$ cat src/rtl/spi_req_arbiter.sv
// Two-requester round-robin arbiter in front of the SPI engine command port.
// Supports a lock to keep ownership across transfers and a watchdog on spi_ack.
module spi_req_arbiter #(
    parameter int unsigned TIMEOUT = 1024,
    parameter int unsigned TW      = 11
) (
    input  logic        clk,
    input  logic        rst,
    input  logic [10:0] r0_din,
    input  logic        r0_cmd,
    input  logic        r0_wr,
    input  logic        r0_rd,
    input  logic        r0_lock,
    output logic [8:0]  r0_dout,
    output logic        r0_ack,
    output logic        r0_err,
    input  logic [10:0] r1_din,
    input  logic        r1_cmd,
    input  logic        r1_wr,
    input  logic        r1_rd,
    input  logic        r1_lock,
    output logic [8:0]  r1_dout,
    output logic        r1_ack,
    output logic        r1_err,
    output logic [10:0] spi_din,
    output logic        spi_cmd,
    output logic        spi_wr,
    output logic        spi_rd,
    input  logic [8:0]  spi_dout,
    input  logic        spi_ack,
    output logic [1:0]  grant,
    output logic        busy
);

    typedef enum logic [1:0] {
        S_IDLE,
        S_WAIT,
        S_DONE,
        S_HOLD
    } state_t;

    localparam logic [TW-1:0] WD_LAST = (TIMEOUT == 0) ? '0 : TW'(TIMEOUT - 1);

    state_t        state_q, state_d;
    logic [1:0]    grant_q, grant_d;
    logic          last_q, last_d;
    logic          lock_q, lock_d;
    logic          err_q, err_d;
    logic [TW-1:0] wd_q, wd_d;
    logic [10:0]   spi_din_q, spi_din_d;
    logic          spi_cmd_q, spi_cmd_d;
    logic          spi_wr_q, spi_wr_d;
    logic          spi_rd_q, spi_rd_d;
    logic [8:0]    r0_dout_q, r0_dout_d;
    logic [8:0]    r1_dout_q, r1_dout_d;

    logic stb0, stb1;
    logic own, own_stb, own_lock;
    logic issue, sel;

    always_comb begin
        stb0     = r0_cmd | r0_wr | r0_rd;
        stb1     = r1_cmd | r1_wr | r1_rd;
        own      = grant_q[1];
        own_stb  = own ? stb1 : stb0;
        own_lock = own ? r1_lock : r0_lock;

        state_d   = state_q;
        grant_d   = grant_q;
        last_d    = last_q;
        lock_d    = lock_q;
        err_d     = err_q;
        wd_d      = '0;
        spi_din_d = spi_din_q;
        spi_cmd_d = spi_cmd_q;
        spi_wr_d  = spi_wr_q;
        spi_rd_d  = spi_rd_q;
        r0_dout_d = r0_dout_q;
        r1_dout_d = r1_dout_q;
        issue     = 1'b0;
        sel       = 1'b0;

        case (state_q)
            S_IDLE: begin
                // on contention the requester that did not go last wins
                if (stb0 && (!stb1 || last_q)) begin
                    issue = 1'b1;
                    sel   = 1'b0;
                end else if (stb1) begin
                    issue = 1'b1;
                    sel   = 1'b1;
                end
            end
            S_WAIT: begin
                if (spi_ack) begin
                    if (own) r1_dout_d = spi_dout;
                    else     r0_dout_d = spi_dout;
                    err_d     = 1'b0;
                    spi_din_d = '0;
                    spi_cmd_d = 1'b0;
                    spi_wr_d  = 1'b0;
                    spi_rd_d  = 1'b0;
                    state_d   = S_DONE;
                end else if (TIMEOUT != 0 && wd_q == WD_LAST) begin
                    if (own) r1_dout_d = '1;
                    else     r0_dout_d = '1;
                    err_d     = 1'b1;
                    spi_din_d = '0;
                    spi_cmd_d = 1'b0;
                    spi_wr_d  = 1'b0;
                    spi_rd_d  = 1'b0;
                    state_d   = S_DONE;
                end else begin
                    wd_d = wd_q + TW'(1);
                end
            end
            S_DONE: begin
                err_d = 1'b0;
                if (lock_q) begin
                    state_d = S_HOLD;
                end else begin
                    state_d = S_IDLE;
                    grant_d = '0;
                end
            end
            S_HOLD: begin
                if (own_stb) begin
                    issue = 1'b1;
                    sel   = own;
                end else if (!own_lock) begin
                    state_d = S_IDLE;
                    grant_d = '0;
                end
            end
            default: begin
                state_d = S_IDLE;
                grant_d = '0;
            end
        endcase

        if (issue) begin
            state_d   = S_WAIT;
            grant_d   = sel ? 2'b10 : 2'b01;
            last_d    = sel;
            lock_d    = sel ? r1_lock : r0_lock;
            err_d     = 1'b0;
            spi_din_d = sel ? r1_din : r0_din;
            spi_cmd_d = sel ? r1_cmd : r0_cmd;
            spi_wr_d  = sel ? r1_wr  : r0_wr;
            spi_rd_d  = sel ? r1_rd  : r0_rd;
        end
    end

    always_ff @(posedge clk) begin
        if (!rst) begin
            state_q   <= S_IDLE;
            grant_q   <= '0;
            last_q    <= 1'b1;
            lock_q    <= 1'b0;
            err_q     <= 1'b0;
            wd_q      <= '0;
            spi_din_q <= '0;
            spi_cmd_q <= 1'b0;
            spi_wr_q  <= 1'b0;
            spi_rd_q  <= 1'b0;
            r0_dout_q <= '0;
            r1_dout_q <= '0;
        end else begin
            state_q   <= state_d;
            grant_q   <= grant_d;
            last_q    <= last_d;
            lock_q    <= lock_d;
            err_q     <= err_d;
            wd_q      <= wd_d;
            spi_din_q <= spi_din_d;
            spi_cmd_q <= spi_cmd_d;
            spi_wr_q  <= spi_wr_d;
            spi_rd_q  <= spi_rd_d;
            r0_dout_q <= r0_dout_d;
            r1_dout_q <= r1_dout_d;
        end
    end

    assign spi_din = spi_din_q;
    assign spi_cmd = spi_cmd_q;
    assign spi_wr  = spi_wr_q;
    assign spi_rd  = spi_rd_q;
    assign grant   = grant_q;
    assign busy    = (state_q == S_WAIT) || (state_q == S_DONE);
    assign r0_dout = r0_dout_q;
    assign r1_dout = r1_dout_q;
    assign r0_ack  = (state_q == S_DONE) && grant_q[0];
    assign r1_ack  = (state_q == S_DONE) && grant_q[1];
    assign r0_err  = r0_ack && err_q;
    assign r1_err  = r1_ack && err_q;

endmodule

$ cat config.mk
export PLATFORM = sky130hd
export DESIGN_NAME = spi_req_arbiter
export DESIGN_NICKNAME = d
export VERILOG_FILES = /design/src/rtl/spi_req_arbiter.sv
export SDC_FILE = /design/constraint.sdc
export NUM_CORES = 1
export LEC_CHECK = 0
export ABC_AREA = 1
export CAP_MARGIN = 20
export CORE_ASPECT_RATIO = 0.5
export CORE_UTILIZATION = 45
export DETAILED_ROUTE_END_ITERATION = 8
export HOLD_SLACK_MARGIN = 0.05
export MAX_ROUTING_LAYER = met4
export PLACE_DENSITY = 0.85
export SYNTH_ARGS = -nofsm -noshare
export SYNTH_HDL_FRONTEND = slang
export SYNTH_SLANG_ARGS = --single-unit
$ cat constraint.sdc
create_clock -name clk -period 4.6 [get_ports clk]
set_input_delay 0.92 -clock clk [delete_from_list [all_inputs] [get_ports clk]]
set_output_delay 0.92 -clock clk [all_outputs]
set_load 0.02 [all_outputs]
==> results.txt <==
Core Region - 5000 um2
CTS Hold Bufs - 0
Antenna cells - 0
RSZ-0062 raised after global routing - false
GRT Overall Usage - 0.213
Postcts setup bufs - 0
Kind of critical path - reg -> out
Slew Viols, Final - 0
Critical path fanouts, max - 7
Crit. End Element - output port
Clock slew at reported path FFs - 0.10 ns
Relative slew slack - 0.584
Synth warn - 0
DP HPWL - 4370 um
Initial Util - 0.475
CTS Buf Count - 5
Critical Path Source Type - flop
CTS H-Tree Depth - 2
Hold Crit Endpoint - r0_dout[2]
FF+latch count, synth - 50
Top area cells in the synthesized netlist - dfxtp_1 42%, nand2_1 10%, a21oi_1 7.6%, o21ai_0 7.2%, nor2_1 5.8%
Total Die Area - 5590 um2
Nets - 449
Slowest stage delay, CP - 0.61 ns
Total Power - 1.88 mW
GRT Residual Overflow - 0
Leakage - 1.29 nW
Gate count after technology mapping - 327
Period minus WS final - 2.81 ns
Crit-path cells - inv_1, ha_1, nand2_1, nor2_1, clkdlybuf4s50_1
Crit path DAT - 1.89 ns
# IOs - 81
Worst Hold Launch - r0_dout[2]
VDD IR max - 467 uV
Most frequent cells in the layout - 80 x clkdlybuf4s50_1, 65 x nand2_1, 50 x dfxtp_1
Worst clock skew - 0.00795 ns
Max Fclk - 0.356 GHz
Die Wd - 105 um
I/O Buffers - 80
Mapped Area - 2370 um2
Site row count - 18
DRC viols - 0
Worst-Margin Slew - 0.622 ns
CTS Sinks - 50
Hold depth - 2
Post-route ant nets - 0
Avg WL per Cell - 12.1 um
Hold Path Class - reg -> reg
Clk buf depth - 2
R2R cell count - 7
RR Startpoint - state_q[0]
Worst-skew pair later-pin latency - 0.30 ns
Via count - 2357
Die Height - 53.4 um
Vias in the first global route - 2099
CTS root buf - clkbuf_8
Reg2reg end - spi_din[8]
Seq/Total Area, Yosys - 0.421
Post-synth top area share - 0.421
GPL Wtd Cong - 0.895
Worst path required time - 3.68 ns
Vias/cell - 4.98
Placed Cells - 465
Synth Area per Inst - 7.26 um2
Flop-to-flop setup slack - 2.59 ns
Distinct cells, synth - 32
Layout Utilization - 0.655
Initial antenna violation count - 0
Layout area overhead - 37.8%
Final setup violation count - 0
Hold slack - 0.465 ns
Area taken by flip-flops and latches - 1000 um2
Post-cts resize count - 0
Slowest-stage cell, CP - clkdlybuf4s50_1
Fillcell total - 428
Total routed wirelength - 5710 um
DRT iter0 DRCs - 104
Power Density - 576 nW/um2
Period utilization - 0.611
Commonest non-fill, non-tap cell in the layout - clkdlybuf4s50_1
Area leader, netlist - dfxtp_1
Final TNS setup - 0 ns
Final hold viol count - 0
DRT Pass-1 Iters - 4
Status - complete, no violations
Max-cap violations - 0
Final Non-Filler Cells - 473
Pin count of the biggest net entering global routing - 29
CTS tree - done
Fraction of layout cells with a size suffix above 1 - 0.0596
Area of the multi-input gates - 1170 um2
Mapped Nets - 374
First-pass GRT wire length - 9040 um
==> worst max path at each step <==
stage,start,to,slack [ns]
after global routing,state_q[0],r1_err,1.68
after CTS,state_q[0],r1_err,1.79
after floorplan,r0_wr,spi_din[3],2.65
final,state_q[0],r1_err,1.79
after detailed placement,rst,state_q[1],1.81
after global placement,r0_wr,spi_wr,1.88
==> cell type report <==
cell class,instances,share of cell area
Clock buffer,5,0.0210
Multi-Input combinational cell,233,0.358
Clock inverter,3,0.00650
Inverter,32,0.0375
Tap cell,70,0.0268
Sequential cell,50,0.306
Timing Repair Buffer,80,0.245
==> layer usage <==
layer  global-route usage  vias up  share of wire
met5                    -        -              0
met4               0.0540        0         0.0093
met3               0.0406        7          0.053
met2                0.394       71           0.49
met1                0.244     1070           0.45
li1                     -     1209              -
==> state kept, by name, summed over array words and instances, names as in the netlist <==
register,count
err_q,1
grant,2
last_q,1
lock_q,1
r0_dout,9
r1_dout,9
spi_cmd,1
spi_din,11
spi_rd,1
spi_wr,1
state_q,2
wd_q,11
==> Yosys cell counts <==
master,number
inv_1,29
nand2_1,65
o21bai_1,1
nand2_8,1
inv_2,2
nand3b_1,1
buf_4,2
nor3_1,1
inv_4,1
o31ai_1,1
nand2_4,2
and2_1,1
dfxtp_1,50
nand2_2,3
buf_6,2
buf_8,1
nor2_1,37
a21oi_1,36
clkbuf_1,6
buf_2,1
o21ai_1,5
nand3_2,1
xor2_1,3
o211ai_1,1
nor2_4,4
or2_2,1
ha_1,5
nor3b_1,2
xnor2_1,1
o21ai_0,34
nand3_1,26
nor2_2,1
==> report_power, final <==
part	switching, mW	internal, mW	total, mW
combinational	0.648	0.395	1.04
clock	0.151	0.107	0.258
sequential	0.0590	0.524	0.583
total	0.858	1.03	1.88
==> worst max-delay path: cells and delay by family, from the launching register on <==
kind          cells  cell delay (ns)
buf+inv           2             0.70
fa+ha+maj         1             0.31
flops             1             0.35
simple gates      2             0.23
==> cells by family (layout without fill, tap and decap cells) <==
group	Yosys count	in the layout	share of synthesized area
compound gates	78	78	0.168
xor+xnor	4	4	0.0148
fa+ha+maj	5	5	0.0263
buf+inv	44	120	0.0853
flops	50	50	0.421
simple gates	146	146	0.285
==> per-stage QoR <==
stage                     area (um2)  setup slack, ns
final                           3270             1.79
after global placement          3180             1.88
after global routing            3270             1.68
after floorplan                 2370             2.65
after detailed placement        3180             1.81
after CTS                       3270             1.79
(Power assumes the default switching activity.)
